$ cat config.mk
export PLATFORM = sky130hd
export DESIGN_NAME = frame_scheduler
export DESIGN_NICKNAME = d
export VERILOG_FILES = /design/src/rtl/led_pkg.sv /design/src/rtl/cycle_timer.sv /design/src/rtl/frame_scheduler.sv
export SDC_FILE = /design/constraint.sdc
export NUM_CORES = 1
export LEC_CHECK = 0
export ABC_AREA = 0
export CORE_UTILIZATION = 50
export CTS_CLUSTER_SIZE = 20
export DETAILED_ROUTE_END_ITERATION = 16
export HOLD_SLACK_MARGIN = 0.02
export PLACE_DENSITY = 0.69
export SYNTH_ARGS = -nofsm -noshare
export SYNTH_HDL_FRONTEND = slang
export SYNTH_SLANG_ARGS = --single-unit
$ cat constraint.sdc
create_clock -name i_clk -period 5.7 [get_ports i_clk]
set_input_delay 0.855 -clock i_clk [delete_from_list [all_inputs] [get_ports i_clk]]
set_output_delay 0.855 -clock i_clk [all_outputs]
set_load 0.05 [all_outputs]
$ cat src/rtl/led_pkg.sv
// -----------------------------------------------------------------------------
// led_pkg
// Shared constants and types for the LED frame path (SPI receiver, double
// buffer, frame scheduler, NeoPixel driver).
//   LEDS           : number of pixels on the strip
//   CLK_HZ         : system clock frequency
//   sched_state_t  : frame_scheduler state encoding (also shown on debug LEDs)
//   cyc_from_us()  : converts a duration in microseconds to clock cycles
// -----------------------------------------------------------------------------
package led_pkg;

    localparam int unsigned LEDS   = 60;
    localparam int unsigned CLK_HZ = 50_000_000;

    // IDLE must stay 0 so the debug LEDs are dark after reset.
    typedef enum logic [2:0] {
        StIdle   = 3'd0,
        StSwap   = 3'd1,
        StSettle = 3'd2,
        StStart  = 3'd3,
        StBusy   = 3'd4,
        StGap    = 3'd5
    } sched_state_t;

    function automatic int unsigned cyc_from_us(input int unsigned us);
        return (CLK_HZ / 1_000_000) * us;
    endfunction

endpackage

$ cat src/rtl/cycle_timer.sv
// -----------------------------------------------------------------------------
// cycle_timer
// Loadable down-counter. Loading value N-1 makes o_done rise after N enabled
// cycles, counting the load cycle's successor as the first.
//   i_clk      : clock
//   i_rst      : synchronous reset, active-high (count -> 0)
//   i_load     : load i_load_val (has priority over i_en)
//   i_load_val : value to load
//   i_en       : decrement by one, holding at zero
//   o_done     : count is zero
// -----------------------------------------------------------------------------
module cycle_timer #(
    parameter int unsigned WIDTH = 16
) (
    input  logic             i_clk,
    input  logic             i_rst,
    input  logic             i_load,
    input  logic [WIDTH-1:0] i_load_val,
    input  logic             i_en,
    output logic             o_done
);

    logic [WIDTH-1:0] r_cnt;

    always_ff @(posedge i_clk) begin
        if (i_rst) begin
            r_cnt <= '0;
        end else if (i_load) begin
            r_cnt <= i_load_val;
        end else if (i_en && (r_cnt != '0)) begin
            r_cnt <= r_cnt - WIDTH'(1);
        end
    end

    assign o_done = (r_cnt == '0);

endmodule

$ cat src/rtl/frame_scheduler.sv
// -----------------------------------------------------------------------------
// frame_scheduler
// Orders buffer swap and driver start for each new frame, enforces the WS2812
// latch gap after every transmission, re-sends the front buffer when no new
// frame arrives for REFRESH_CYC idle cycles, and escapes a hung driver.
//
// Parameters
//   SETTLE_CYC  : idle cycles between swap and start (>= 1)
//   GAP_CYC     : cycles spent in GAP after a frame ends (>= 1)
//   REFRESH_CYC : idle cycles before a refresh start; 0 disables refresh
//   TIMEOUT_CYC : maximum cycles spent in BUSY (>= 1)
// Ports
//   i_clk            : system clock
//   i_rst            : synchronous reset, active-high
//   i_frame_valid    : pulse, back buffer holds a complete new frame
//   i_drv_frame_done : pulse, driver finished transmitting
//   o_swap           : pulse to double_buffer
//   o_start          : pulse to neopixel_driver
//   o_pending        : a received frame has not been swapped yet
//   o_busy           : state is not IDLE
//   o_state          : current state encoding
//   o_drop_cnt       : frames superseded before display (saturating)
//   o_timeout        : sticky, watchdog has fired
// -----------------------------------------------------------------------------
module frame_scheduler
    import led_pkg::*;
#(
    parameter int unsigned SETTLE_CYC  = 2,
    parameter int unsigned GAP_CYC     = cyc_from_us(300),
    parameter int unsigned REFRESH_CYC = 1_666_667,
    parameter int unsigned TIMEOUT_CYC = cyc_from_us(40_000)
) (
    input  logic       i_clk,
    input  logic       i_rst,
    input  logic       i_frame_valid,
    input  logic       i_drv_frame_done,
    output logic       o_swap,
    output logic       o_start,
    output logic       o_pending,
    output logic       o_busy,
    output logic [2:0] o_state,
    output logic [7:0] o_drop_cnt,
    output logic       o_timeout
);

    // Shared timer must hold the largest of the three durations.
    localparam int unsigned TMR_MAX_A = (SETTLE_CYC > GAP_CYC) ? SETTLE_CYC : GAP_CYC;
    localparam int unsigned TMR_MAX   = (TMR_MAX_A > TIMEOUT_CYC) ? TMR_MAX_A : TIMEOUT_CYC;
    localparam int unsigned TMR_W     = (TMR_MAX > 1) ? $clog2(TMR_MAX + 1) : 1;

    localparam logic [TMR_W-1:0] SETTLE_LOAD  = TMR_W'(SETTLE_CYC - 1);
    localparam logic [TMR_W-1:0] GAP_LOAD     = TMR_W'(GAP_CYC - 1);
    localparam logic [TMR_W-1:0] TIMEOUT_LOAD = TMR_W'(TIMEOUT_CYC - 1);

    localparam bit          REFRESH_EN = (REFRESH_CYC != 0);
    localparam int unsigned REF_W      = REFRESH_EN ? $clog2(REFRESH_CYC + 1) : 1;
    localparam logic [REF_W-1:0] REF_LAST = REFRESH_EN ? REF_W'(REFRESH_CYC - 1) : '0;

    sched_state_t     r_state;
    sched_state_t     w_state_nxt;
    logic             r_pending;
    logic             r_have_frame;
    logic             r_timeout;
    logic [7:0]       r_drop_cnt;
    logic [REF_W-1:0] r_ref_cnt;

    logic             w_tmr_load;
    logic [TMR_W-1:0] w_tmr_val;
    logic             w_tmr_en;
    logic             w_tmr_done;
    logic             w_set_timeout;
    logic             w_refresh_due;

    assign w_refresh_due = REFRESH_EN && r_have_frame && (r_ref_cnt == REF_LAST);

    // SETTLE, BUSY-timeout and GAP never overlap, so one timer serves all three.
    // Each is loaded in the cycle before its state begins.
    cycle_timer #(
        .WIDTH (TMR_W)
    ) u_timer (
        .i_clk      (i_clk),
        .i_rst      (i_rst),
        .i_load     (w_tmr_load),
        .i_load_val (w_tmr_val),
        .i_en       (w_tmr_en),
        .o_done     (w_tmr_done)
    );

    // ------------------------------------------------------------------
    // Next-state and timer control
    // ------------------------------------------------------------------
    always_comb begin
        w_state_nxt   = r_state;
        w_tmr_load    = 1'b0;
        w_tmr_val     = '0;
        w_tmr_en      = 1'b0;
        w_set_timeout = 1'b0;

        unique case (r_state)
            StIdle: begin
                if (r_pending) begin
                    w_state_nxt = StSwap;
                end else if (w_refresh_due) begin
                    // Refresh re-sends the front buffer, so no swap.
                    w_state_nxt = StStart;
                end
            end
            StSwap: begin
                w_state_nxt = StSettle;
                w_tmr_load  = 1'b1;
                w_tmr_val   = SETTLE_LOAD;
            end
            StSettle: begin
                w_tmr_en = 1'b1;
                if (w_tmr_done) begin
                    w_state_nxt = StStart;
                end
            end
            StStart: begin
                w_state_nxt = StBusy;
                w_tmr_load  = 1'b1;
                w_tmr_val   = TIMEOUT_LOAD;
            end
            StBusy: begin
                w_tmr_en = 1'b1;
                if (i_drv_frame_done) begin
                    w_state_nxt = StGap;
                    w_tmr_load  = 1'b1;
                    w_tmr_val   = GAP_LOAD;
                end else if (w_tmr_done) begin
                    w_state_nxt   = StGap;
                    w_tmr_load    = 1'b1;
                    w_tmr_val     = GAP_LOAD;
                    w_set_timeout = 1'b1;
                end
            end
            StGap: begin
                w_tmr_en = 1'b1;
                if (w_tmr_done) begin
                    w_state_nxt = StIdle;
                end
            end
            default: begin
                w_state_nxt = StIdle;
            end
        endcase
    end

    // ------------------------------------------------------------------
    // State register and frame bookkeeping
    // ------------------------------------------------------------------
    always_ff @(posedge i_clk) begin
        if (i_rst) begin
            r_state      <= StIdle;
            r_pending    <= 1'b0;
            r_have_frame <= 1'b0;
            r_timeout    <= 1'b0;
        end else begin
            r_state <= w_state_nxt;

            // A new frame arriving in the SWAP cycle is the newer back buffer,
            // so the set must win over the clear.
            if (i_frame_valid) begin
                r_pending <= 1'b1;
            end else if (r_state == StSwap) begin
                r_pending <= 1'b0;
            end

            if (r_state == StSwap) begin
                r_have_frame <= 1'b1;
            end

            if (w_set_timeout) begin
                r_timeout <= 1'b1;
            end
        end
    end

    // Drop counter: a pending frame being swapped this cycle is not superseded.
    always_ff @(posedge i_clk) begin
        if (i_rst) begin
            r_drop_cnt <= '0;
        end else if (i_frame_valid && r_pending && (r_state != StSwap) &&
                     (r_drop_cnt != 8'hFF)) begin
            r_drop_cnt <= r_drop_cnt + 8'd1;
        end
    end

    // Refresh counter: runs only while staying in IDLE, zero on any exit.
    // Holding at REF_LAST keeps it bounded when no frame has been shown yet.
    always_ff @(posedge i_clk) begin
        if (i_rst) begin
            r_ref_cnt <= '0;
        end else if ((r_state == StIdle) && (w_state_nxt == StIdle)) begin
            if (r_ref_cnt != REF_LAST) begin
                r_ref_cnt <= r_ref_cnt + REF_W'(1);
            end
        end else begin
            r_ref_cnt <= '0;
        end
    end

    // ------------------------------------------------------------------
    // Outputs: registered state decodes only
    // ------------------------------------------------------------------
    assign o_swap     = (r_state == StSwap);
    assign o_start    = (r_state == StStart);
    assign o_busy     = (r_state != StIdle);
    assign o_state    = r_state;
    assign o_pending  = r_pending;
    assign o_drop_cnt = r_drop_cnt;
    assign o_timeout  = r_timeout;

endmodule

==> out/results.tsv <==
stage	metric	value	unit
outcome	outcome	completed	
global_route	largest net degree at the start of global routing	36	
timing	final hold slack	0.492	ns
synth	Compound-Gate Fraction of Synth Area	16.8	%
clock_network	Post-CTS Hold Buffers	0	
pwr	total power	1370	uW
synth	sequential element share of the synthesized area	38.3	%
setup_path	R2R setup slack	2.77	ns
synth	Synth Register Bits	56	
global_route	vias in the first global route	2460	
pwr	LEAKAGE	0.00115	uW
synth	Post-Synth Simple-Gate Area	31.2	%
timing	final hold violations	0	
pwr	Flop pwr share	37.0	%
detailed_routing	WL final	6.36	mm
global_route	first-pass GRT wire length	11.0	mm
synth	gate count of the mapped netlist	372	
min_path	worst min path class	reg -> reg	
setup_path	CP peak stage delay	0.83	ns
setup_path	critical path launch point type	flip-flop	
floorplanning	Die Y	78.6	um
synth	post-synthesis mux area share	0.683	%
timing	clock skew	0.00936	ns
pwr	Clock Power Share	16.3	%
timing	Final Critical Period	3.91	ns
timing	Max-slew headroom	20.4	%
floorplanning	die area	6170	um2
setup_path	CP bufs+invs	2	
finish	share of cells above drive strength 1	4.92	%
detailed_routing	final antenna-violating net count	0	
placed_design	DP Worst Slack	2.18	ns
synth	dominant cell type by area after synthesis	dfxtp_1	
floorplanning	Core Area	5570	um2
pwr	Sw Ratio	44.3	%
detailed_routing	number of DRC markers in iteration 0	155	
placed_design	gpl congestion	0.851	
timing	worst slew pin tran	1.18	ns
timing	setup repair after global routing missed its margin	false	
clock_network	Root Buffer Master	clkbuf_8	
global_route	gr usage total	22.2	%
detailed_routing	Routed WL per cell	13.9	um
setup_path	CP max FO	16	
synth	syn_area_per_cell	7.88	um2
setup_path	Critical Path, Cell by Cell	nor2b_1, nand2_1, inv_2, clkdlybuf4s50_1	
placed_design	DP Wirelength	4.41	mm
pwr	PwrDens	421	nW/um2
clock_network	clock buffers created by TritonCTS	5	
floorplanning	io pins	20	
global_route	grt ovf	0	
pwr	combinational power share	46.6	%
clock_network	Post-CTS Setup Bufs	0	
placed_design	IO Port Bufs	19	
clock_network	latest clock arrival within the worst-skew pair	0.31	ns
floorplanning	Die W	78.6	um
setup_path	Top delay family on crit path	simple AND/OR/NAND/NOR gates	
synth	mapped cell area	2930	um2
global_route	initial antenna violation count	0	
pwr	Psw	606	uW
setup_path	critical-path cell with the highest stage delay	clkdlybuf4s50_1	
setup_path	crit path DAT	3.06	ns
synth	YS warnings	0	
pwr	VDD IR max	0.000190	V
synth	post-synth cell types	53	
timing	Worst Setup Slack, final	1.79	ns
floorplanning	# rows	27	
clock_network	Clock Path Buffers	2	
clock_network	CTS tree	built	
clock_network	Sink Count	56	
synth	top post-synthesis cells by area	dfxtp_1 (38%), nor2_1 (7.8%), a21oi_1 (5.0%)	
synth	Synth Area in XOR/XNOR	7.47	%
detailed_routing	via-per-instance ratio	5.72	
timing	final-report max-slew violation count	0	
timing	Setup TNS Final	0	ns
timing	Final setup viols	0	
synth	share of the synthesized area in the top cell type	38.3	%
finish	area delta synth->final	10.8	%
timing	Period Utilization, post-route	68.7	%
finish	filler instances	542	
setup_path	Crit path required time	4.85	ns
synth	largest family of logic cells by synthesized area	simple AND/OR/NAND/NOR gates	
detailed_routing	DRC	0	
synth	adder-cell share of the synthesized area	1.71	%
clock_network	CTS resizes	0	
detailed_routing	routed vias	2620	
clock_network	CTS H-tree lvls	2	
job	Max-Cap Viols	0	
floorplanning	Initial Util	52.6	%
synth	syn nets	380	
timing	Max Freq	255	MHz
finish	Inserted Diodes	0	
detailed_routing	Pre-antenna DRT Iters	4	
setup_path	kind of critical path	reg -> out	
setup_path	CP endpoint kind	primary output	
clock_network	Clock transition at path regs	0.10	ns
finish	Layout Nets	393	
pwr	Pint	761	uW
==> registers in the layout, summed over array words and instances (netlist names) <==
name,count
o_pending,1
o_state,3
u_timer.r_cnt,21
o_drop_cnt,8
r_ref_cnt,21
o_timeout,1
r_have_frame,1
==> tightest hold or removal path: cells and delay by family, from the launching register on <==
| kind | cells | cell delay [ns] |
|---|---|---|
| AOI/OAI and AO/OA | 2 | 0.13 |
| DFF | 1 | 0.32 |
==> power groups by stage <==
| stage | logic [uW] | clock network, uW | registers [uW] |
|---|---|---|---|
| after detailed placement | 629 | 0 | 514 |
| final | 638 | 223 | 506 |
| after global placement | 629 | 0 | 511 |
| after floorplan | 501 | 0 | 507 |
| after global routing | 718 | 245 | 515 |
| after CTS | 633 | 231 | 504 |
==> path summary, 6_finish.rpt <==
path | startpoint | to | depth (start not counted)
worst min register to register | u_timer.r_cnt[18] | u_timer.r_cnt[18] | 2
worst max-delay path | o_state[0] | o_start | 4
worst max register to register | o_state[2] | u_timer.r_cnt[3] | 6
worst min-delay path | u_timer.r_cnt[18] | u_timer.r_cnt[18] | 2
==> layout by cell type (no fill, tap or decap), drive strengths merged, types with 2 or more instances in the layout <==
cell,n
a21boi,2
a21oi,29
a311oi,2
a31oi,6
and2,5
and3,9
clkbuf,5
clkdlybuf4s50,19
clkinv,2
dfxtp,56
ha,4
inv,15
mux2i,2
nand2,26
nand2b,3
nand3,9
nand4,11
nor2,61
nor2b,2
nor3,18
nor3b,3
nor4,7
nor4b,3
o211ai,2
o21a,3
o21ai,29
o22ai,2
o31ai,3
or2,2
or3,5
or4,3
xnor2,11
xor2,14
==> metrics by stage <==
step                cell area (um2)  cells  util, %
finish                         3250    458     58.3
global route                   3250    458     58.3
CTS                            3250    458     58.3
detailed placement             3160    450     56.6
global placement               3160    450     56.6
floorplan                      2930    372        -
==> per-layer routing <==
layer,GRT usage [%],part of all wire [%],up-vias,routed length [um]
li1,-,-,1347,-
met1,30.2,50,1215,3210
met2,34.3,45,54,2830
met3,5.23,4.5,4,286
met4,7.04,0.60,0,38
met5,0,0,-,0
==> cell type report <==
| class | count | area, um2 | area share, % |
|---|---|---|---|
| Sequential cell | 56 | 1120 | 34.5 |
| Multi-Input combinational cell | 288 | 1700 | 52.2 |
| Clock buffer | 5 | 68.8 | 2.12 |
| Tap cell | 72 | 90.1 | 2.77 |
| Timing Repair Buffer | 20 | 198 | 6.09 |
| Inverter | 14 | 52.6 | 1.62 |
| Clock inverter | 3 | 22.5 | 0.693 |
==> cells by family (layout without fill, tap and decap cells) <==
group / after synthesis / after routing
buffers and inverters: 28 / 42
and+or+nand+nor: 173 / 173
adders and majority gates: 4 / 4
AOI/OAI and AO/OA: 84 / 84
DFF: 56 / 56
muxes: 2 / 2
xor gates and xnor gates: 25 / 25
==> cell usage after synthesis, drive strengths merged <==
library cell,instances
mux2i,2
dfxtp,56
nand3,9
or3b,1
nand4,11
or4,3
nor2,61
o22ai,2
a311oi,2
xnor2,11
o41ai,1
a21boi,2
nor4bb,1
nor4b,3
a31oi,6
o21a,3
and2,5
nand3b,1
nor4,7
or2,2
inv,14
or4b,1
or3,5
nor3,18
a221oi,1
a21o,1
buf,6
clkbuf,8
a211oi,1
xor2,14
nor3b,3
o31ai,3
a2111oi,1
a2111o,1
nand4bb,1
ha,4
a21oi,29
and3,9
nand4b,1
o211ai,2
nor2b,2
o21ai,29
nand2b,3
nand2,26
(Power assumes the default switching activity.)
